`src/rtl/reg_op_ctrl.sv`:
```
// reg_op_ctrl: multi-cycle ADD/AND/NOT/read-out sequencer driving a register file
// through SR1/SR2 selects and a one-cycle LD_REG write-back.
module reg_op_ctrl (
  input  logic        Clk,
  input  logic        Reset,
  input  logic        Start,
  input  logic [15:0] IR,
  input  logic [15:0] SR1_OUT,
  input  logic [15:0] SR2_OUT,
  output logic        SR1,
  output logic        DR,
  output logic [2:0]  SR2,
  output logic        LD_REG,
  output logic [15:0] BUS,
  output logic [2:0]  NZP,
  output logic [15:0] Rd_Data,
  output logic        Busy,
  output logic        Done,
  output logic        Illegal
);
  typedef enum logic [2:0] {IDLE, DECODE, EXEC, WRITE, DONE} state_t;
  state_t      r_state, w_next;
  logic [15:0] r_ir, r_bus, r_rd;
  logic [2:0]  r_nzp;
  logic [3:0]  w_op;
  logic        w_alu, w_rd, w_legal;
  logic [15:0] w_b, w_res;
  assign w_op    = r_ir[15:12];
  assign w_alu   = (w_op == 4'b0001) || (w_op == 4'b0101) || (w_op == 4'b1001);
  assign w_rd    = w_op == 4'b0011;
  assign w_legal = w_alu || w_rd;
  assign w_b     = r_ir[5] ? {{11{r_ir[4]}}, r_ir[4:0]} : SR2_OUT;
  assign w_res   = (w_op == 4'b0001) ? SR1_OUT + w_b :
                   (w_op == 4'b0101) ? SR1_OUT & w_b : ~SR1_OUT;
  always_comb begin
    w_next  = r_state;
    SR1     = 1'b0;
    DR      = 1'b0;
    SR2     = r_ir[2:0];
    LD_REG  = 1'b0;
    BUS     = r_bus;
    NZP     = r_nzp;
    Rd_Data = r_rd;
    Busy    = r_state != IDLE;
    Done    = r_state == DONE;
    Illegal = (r_state == DONE) && !w_legal;
    case (r_state)
      IDLE:    w_next = Start ? DECODE : IDLE;
      DECODE: begin
        SR1    = w_rd;
        w_next = w_legal ? EXEC : DONE;
      end
      EXEC: begin
        SR1    = w_rd;
        w_next = WRITE;
      end
      WRITE: begin
        LD_REG = w_alu;
        w_next = DONE;
      end
      DONE:    w_next = IDLE;
      default: w_next = IDLE;
    endcase
  end
  always_ff @(posedge Clk) begin
    if (Reset) begin
      r_state <= IDLE;
      r_ir    <= '0;
      r_bus   <= '0;
      r_rd    <= '0;
      r_nzp   <= '0;
    end else begin
      r_state <= w_next;
      if (r_state == IDLE && Start) r_ir <= IR;
      if (r_state == EXEC && w_alu) begin
        r_bus <= w_res;
        r_nzp <= w_res[15] ? 3'b100 : (w_res == '0) ? 3'b010 : 3'b001;
      end
      if (r_state == EXEC && w_rd) r_rd <= SR1_OUT;
    end
  end
endmodule

```
`config.mk`:
```
export PLATFORM = sky130hd
export DESIGN_NAME = reg_op_ctrl
export DESIGN_NICKNAME = d
export VERILOG_FILES = /design/src/rtl/reg_op_ctrl.sv
export SDC_FILE = /design/constraint.sdc
export NUM_CORES = 1
export LEC_CHECK = 0
export CORE_MARGIN = 5
export CORE_UTILIZATION = 48
export CTS_CLUSTER_DIAMETER = 100
export CTS_CLUSTER_SIZE = 12
export DETAILED_ROUTE_END_ITERATION = 8
export PLACE_DENSITY = 0.85
export SLEW_MARGIN = 15
export SYNTH_ARGS = -nofsm -noshare
export SYNTH_HDL_FRONTEND = slang
export SYNTH_SLANG_ARGS = --single-unit
```
`constraint.sdc`:
```
create_clock -name Clk -period 4.2 [get_ports Clk]
set_clock_uncertainty 0.05 [all_clocks]
set_input_delay 0.84 -clock Clk [delete_from_list [all_inputs] [get_ports Clk]]
set_output_delay 0.84 -clock Clk [all_outputs]
set_load 0.1 [all_outputs]
```
=== Yosys cells after proc, flatten, opt, wreduce, memory -nomap -nowiden ===
Cells that the tools add are included.

* Add/sub/neg operators: 1
* Eq/ne operators: 8
* Muxes and demuxes: 10
* Bitwise gates (word level): 2
* Reduce and logical (&&, ||, !) cells: 12

{| class="wikitable"
|+ Operator list
! kind !! number
|-
| 16-bit 2-to-1 mux || 3
|-
| 16-bit adder || 1
|-
| 16-bit bitwise AND || 1
|-
| 16-bit logical NOT || 1
|-
| 16-bit inverter || 1
|-
| 3-bit case mux with 4 select lines || 1
|-
| 3-bit by 2-bit equality test with 1-bit output, second input constant || 2
|-
| 3-bit 2-to-1 mux || 2
|-
| 4-bit by 1-bit equality test with 1-bit output, second input constant || 1
|-
| 4-bit by 2-bit equality test with 1-bit output, second input constant || 1
|-
| 4-bit by 3-bit equality test with 1-bit output, second input constant || 1
|-
| 4-bit equality test, second input constant || 1
|-
| 1-bit logical AND || 4
|-
| 3-bit by 1-bit equality test with 1-bit output, second input constant || 1
|-
| 3-bit equality test, second input constant || 1
|-
| 3-bit logical NOT || 1
|-
| 1-bit logical OR || 3
|-
| 1-bit 2-to-1 mux || 3
|-
| 3-bit nonzero test || 1
|-
| 2-bit 2-to-1 mux || 1
|-
| 2-bit OR reduction || 1
|-
| 1-bit logical NOT || 1
|}

* Register bits: 54
* Input bits: 51

=== Logic depth before layout (Yosys ltp) ===
* Depth in word-level cells: 7
* Gate-level depth with buffers: 14
* Depth with buffers taken out: 11

=== Worst setup path before layout ===
Ideal clock, no wire load.

* Path type: register -> output
* Start: reg r_state[2]
* End: out Illegal
* Data arrival time: 3760 ps
* Data required time: 3310 ps
* Slack: -450 ps
* Cell stages (with the launch flop): 4
* Path buffers: 1
* Cells stage by stage: dfxtp_1 clkbuf_1 nor3b_1 and2_1

* Cells in the longest elaborated chain, start to end: 2

{| class="wikitable"
|+ Ends and longest elaborated chain
! element !! RTL line !! source
|-
| start, declared || 22 || <nowiki>state_t r_state, w_next;</nowiki>
|-
| start signal, assigned || 73 || <nowiki>r_state <= w_next;</nowiki>
|-
| 3-bit equality test || n/a ||
|-
| named net Done || 18 || <nowiki>output logic Done,</nowiki>
|-
| 1-bit logical AND || 46 || <nowiki>Illegal = (r_state == DONE) && !w_legal;</nowiki>
|-
| end, declared || 19 || <nowiki>output logic Illegal</nowiki>
|}

The timed path passes the listed nets, and every way through them passes these cells.

=== Worst setup path after layout ===
* Start: in SR2_OUT[0]
* End: reg r_nzp[1] (netlist: NZP[1])

* Cells in the longest elaborated chain, start to end: 7
* Elaborated cells between the ends (all ways): 8
* Classes of those cells: add/sub: 1; mux: 5; bitwise: 1; reduce/logical: 1

{| class="wikitable"
|+ Ends and longest elaborated chain
! element !! RTL line !! source
|-
| start, declared || 9 || <nowiki>input logic [15:0] SR2_OUT,</nowiki>
|-
| 16-bit 2-to-1 mux (*) || 32 || <nowiki>assign w_b = r_ir[5] ? {{11{r_ir[4]}}, r_ir[4:0]} : SR2_OUT;</nowiki>
|-
| parallel branches: the longest is 2 deep, another holds 16-bit adder || n/a ||
|-
| 16-bit 2-to-1 mux (*) || 33 || <nowiki>assign w_res = (w_op == 4'b0001) ? SR1_OUT + w_b :</nowiki>
|-
| 16-bit logical NOT || 77 || <nowiki>r_nzp <= w_res[15] ? 3'b100 : (w_res == '0) ? 3'b010 : 3'b001;</nowiki>
|-
| 2-bit 2-to-1 mux || 77 ||
|-
| 3-bit 2-to-1 mux (*) || 77 ||
|-
| end signal, assigned || 77 ||
|-
| end, declared || 24 || <nowiki>logic [2:0] r_nzp;</nowiki>
|}

Mark *: on every way between the ends.
A chain may end at the register's enable or synchronous reset.

==> summary.txt <==
Layout cells sized above 1 - 5.96%
Syn Area/Cell - 7.14 sq um
Reg-to-Reg Start - r_ir[5]
Placed Area - 4090 sq um
Crit path from - SR2_OUT[0]
Critical-path maximum fanout - 4
RR Endpoint - NZP[1]
Yosys warns - 0
Core Rows - 29
Gpl congestion - 0.970
Crit path required time - 4350 ps
Slew HR - 32.2%
CTS tree - yes
Number of global-route vias before repair - 3147
Detailed placer's ending HPWL - 7140 um
Nets@finish - 589
Port Buf Inserts - 87
FFs w/ async S/R, synth - 0%
Post-DR vias/cell - 5.93
Flops & latches, synth - 47
Clk buf depth - 2
Post-synth top area share - 29.2%
Worst setup path class - input pin to flip-flop
Largest net degree at the start of global routing - 34
DRC errors left - 0
Endpoints failing setup - 0
Area Overhead vs Synth - 30.7%
PD cells - 275 nW/um^2
Critical Path AT - 4080 ps
Util after Layout - 65.5%
Most common cell in the netlist - nand2_1
Worst path bufs/invs - 1
Antenna Violating Nets Remaining - 0
Num CTS Buffers - 5
First-pass GRT wire length - 14700 um
Final Max Slew Viols - 0
Via Count - 3542
Multiplexer share of the synthesized area - 1.71%
Critical-path top delay cell - or4_1
Max_cap viols - 0
Chip Width - 91.9 um
Crit-path leading delay family - simple AND/OR/NAND/NOR gates
Clk_lat worst skew - 300 ps
Worst path depth - 12
Simple-gate share of the synthesized area - 27.3%
Synthesized Nets - 521
Post-synth top cells - nand2_1, a21oi_1, dfxtp_1
Mapped Area - 3220 sq um
Total routed wirelength - 9170 um
Crit path time final - 3920 ps
H-tree levels - 2
RSZ-0062 raised after global routing - false
Number of synthesized flops with an enable pin - 0
Final period utilization - 93.4%
Clk slew on worst S/H paths - 90 ps
Register-to-register setup slack - 630 ps
Hold Crit Class - flip-flop to flip-flop
Synth cell types - 58
Initial Utilization - 50.1%
Fillers - 529
Fin area - 4210 sq um
Drt first-iter violations - 318
Die area - 8440 sq um
Die height - 91.9 um
Compound-cell area share of the yosys netlist - 25.9%
Post-synthesis xor/xnor area fraction - 1.09%
Antenna Cells - 0
Peak per-stage delay on the critical path - 520 ps
Total gr overflow - 0
Boundary Pins - 95
Root Driver - clkbuf_8
Setup TNS - 0 ps
Initial antenna violation count - 0
Post-CTS Setup Inserts - 0
Maximum clock frequency - 255 MHz
Sequential-to-total area share from yosys stat - 29.2%
Run status - finished, final reports clean
Hold Vio Cnt, Final - 0
Synth top area cells - dfxtp_1, a21oi_1, nand2_1
Top_reg_cell synth - dfxtp_1
CTS sink cnt - 47
Wire per inst - 15.4 um
Crit path cell chain - clkdlybuf4s50_1 -> mux2_2 -> ha_1 -> fa_1 -> nand3_1 -> a211oi_1 -> nor2_1 -> a31oi_1 -> nor4_1 -> o21ai_1 -> or4_1 -> o41ai_2
Worst Setup EP - NZP[1]
Leakage power - 0.00154 uW
Core Box Area - 6420 sq um
Reg2reg path depth - 11
Worst-Margin Slew - 1010 ps
Gr usage total - 20.6%
Final Power - 1160 uW
Gate Count Post-Synth - 451
Largest area contributor in the netlist - dfxtp_1
Main combinational cell family by area after synthesis - simple AND/OR/NAND/NOR gates
Maximum VDD drop - 0.160 mV
1st-pass router iterations - 5
Critical Path End Type - flip-flop
Synth Area in Adders - 7.62%
Crit start category - input pin
[worst min-delay path by stage]
stage | start | endpoint | slack [ps] | depth (start not counted)
after floorplan | r_ir[3] | r_ir[3] | 380 | 2
after global placement | BUS[7] | BUS[7] | 390 | 2
after detailed placement | BUS[7] | BUS[7] | 400 | 2
after CTS | BUS[7] | BUS[7] | 410 | 2
after global routing | BUS[0] | BUS[0] | 430 | 2
final | BUS[7] | BUS[7] | 400 | 2
[registers in the layout, indices dropped and copies added, names as in the netlist]
register and flops:
r_state 3, BUS 16, NZP 2, r_ir 10
Rd_Data 16
[stage by stage]
step                setup WS (ps)  instances  hold slack, ps
floorplan                     198        451             383
global placement              163        589             390
detailed placement           18.8        589             398
CTS                           330        597             409
global route                  104        597             427
finish                        277        597             404
[metal layers]
metal / global-route usage [%] / wire length (um) / vias up
met3: 3.27 / 887 / 18
met1: 28.1 / 3910 / 1598
met5: 0 / 0 / -
met2: 33.8 / 4250 / 200
li1: - / - / 1726
met4: 5.45 / 119 / 0
[tightest hold or removal path, delay by kind of cell (launching register included)]
| family | cells | cell delay (ps) |
|---|---|---|
| flops | 1 | 310 |
| simple gates | 1 | 50 |
| compound gates | 1 | 50 |
[kinds of logic (layout without fill, tap and decap cells)]
family,Yosys count,count (layout)
adder cells (fa/ha/maj),19,19
AO/OA/AOI/OAI,137,137
XOR/XNOR,4,4
AND/OR/NAND/NOR,184,184
multiplexers,5,5
buffers and inverters,54,123
other,1,1
flip-flops,47,47
[where the power goes]
group / total, uW / leakage, uW / switching [uW] / internal (uW)
clock: 337 / 0.0000581 / 159 / 177
combinational: 354 / 0.00110 / 215 / 139
sequential: 466 / 0.000380 / 12.3 / 453
[what timing repair did]
item,in CTS,in global routing
setup endpoints to repair,0,1
hold buffers,0,0
gates resized for setup,0,1
[cell type report]
cell class / instances / area, sq um / share of cell area [%]
clock buffer: 5 / 68.8 / 1.64
tap: 77 / 96.3 / 2.29
inverter: 22 / 82.6 / 1.96
clock inverter: 3 / 43.8 / 1.04
timing repair buffer: 93 / 908 / 21.6
sequential: 47 / 941 / 22.4
multi-input combinational: 350 / 2070 / 49.1
[placed cells by master (no fill, tap or decap), types with 5 or more instances in the layout]
master	instances
a21oi_1	62
a31oi_1	6
buf_4	9
clkbuf_8	5
clkdlybuf4s50_1	84
dfxtp_1	47
ha_1	18
inv_1	22
nand2_1	78
nand3_1	15
nand3b_1	6
nand4_1	5
nor2_1	33
nor3_1	19
o211ai_1	5
o21ai_0	30
Power figures use the tool's default switching activity.
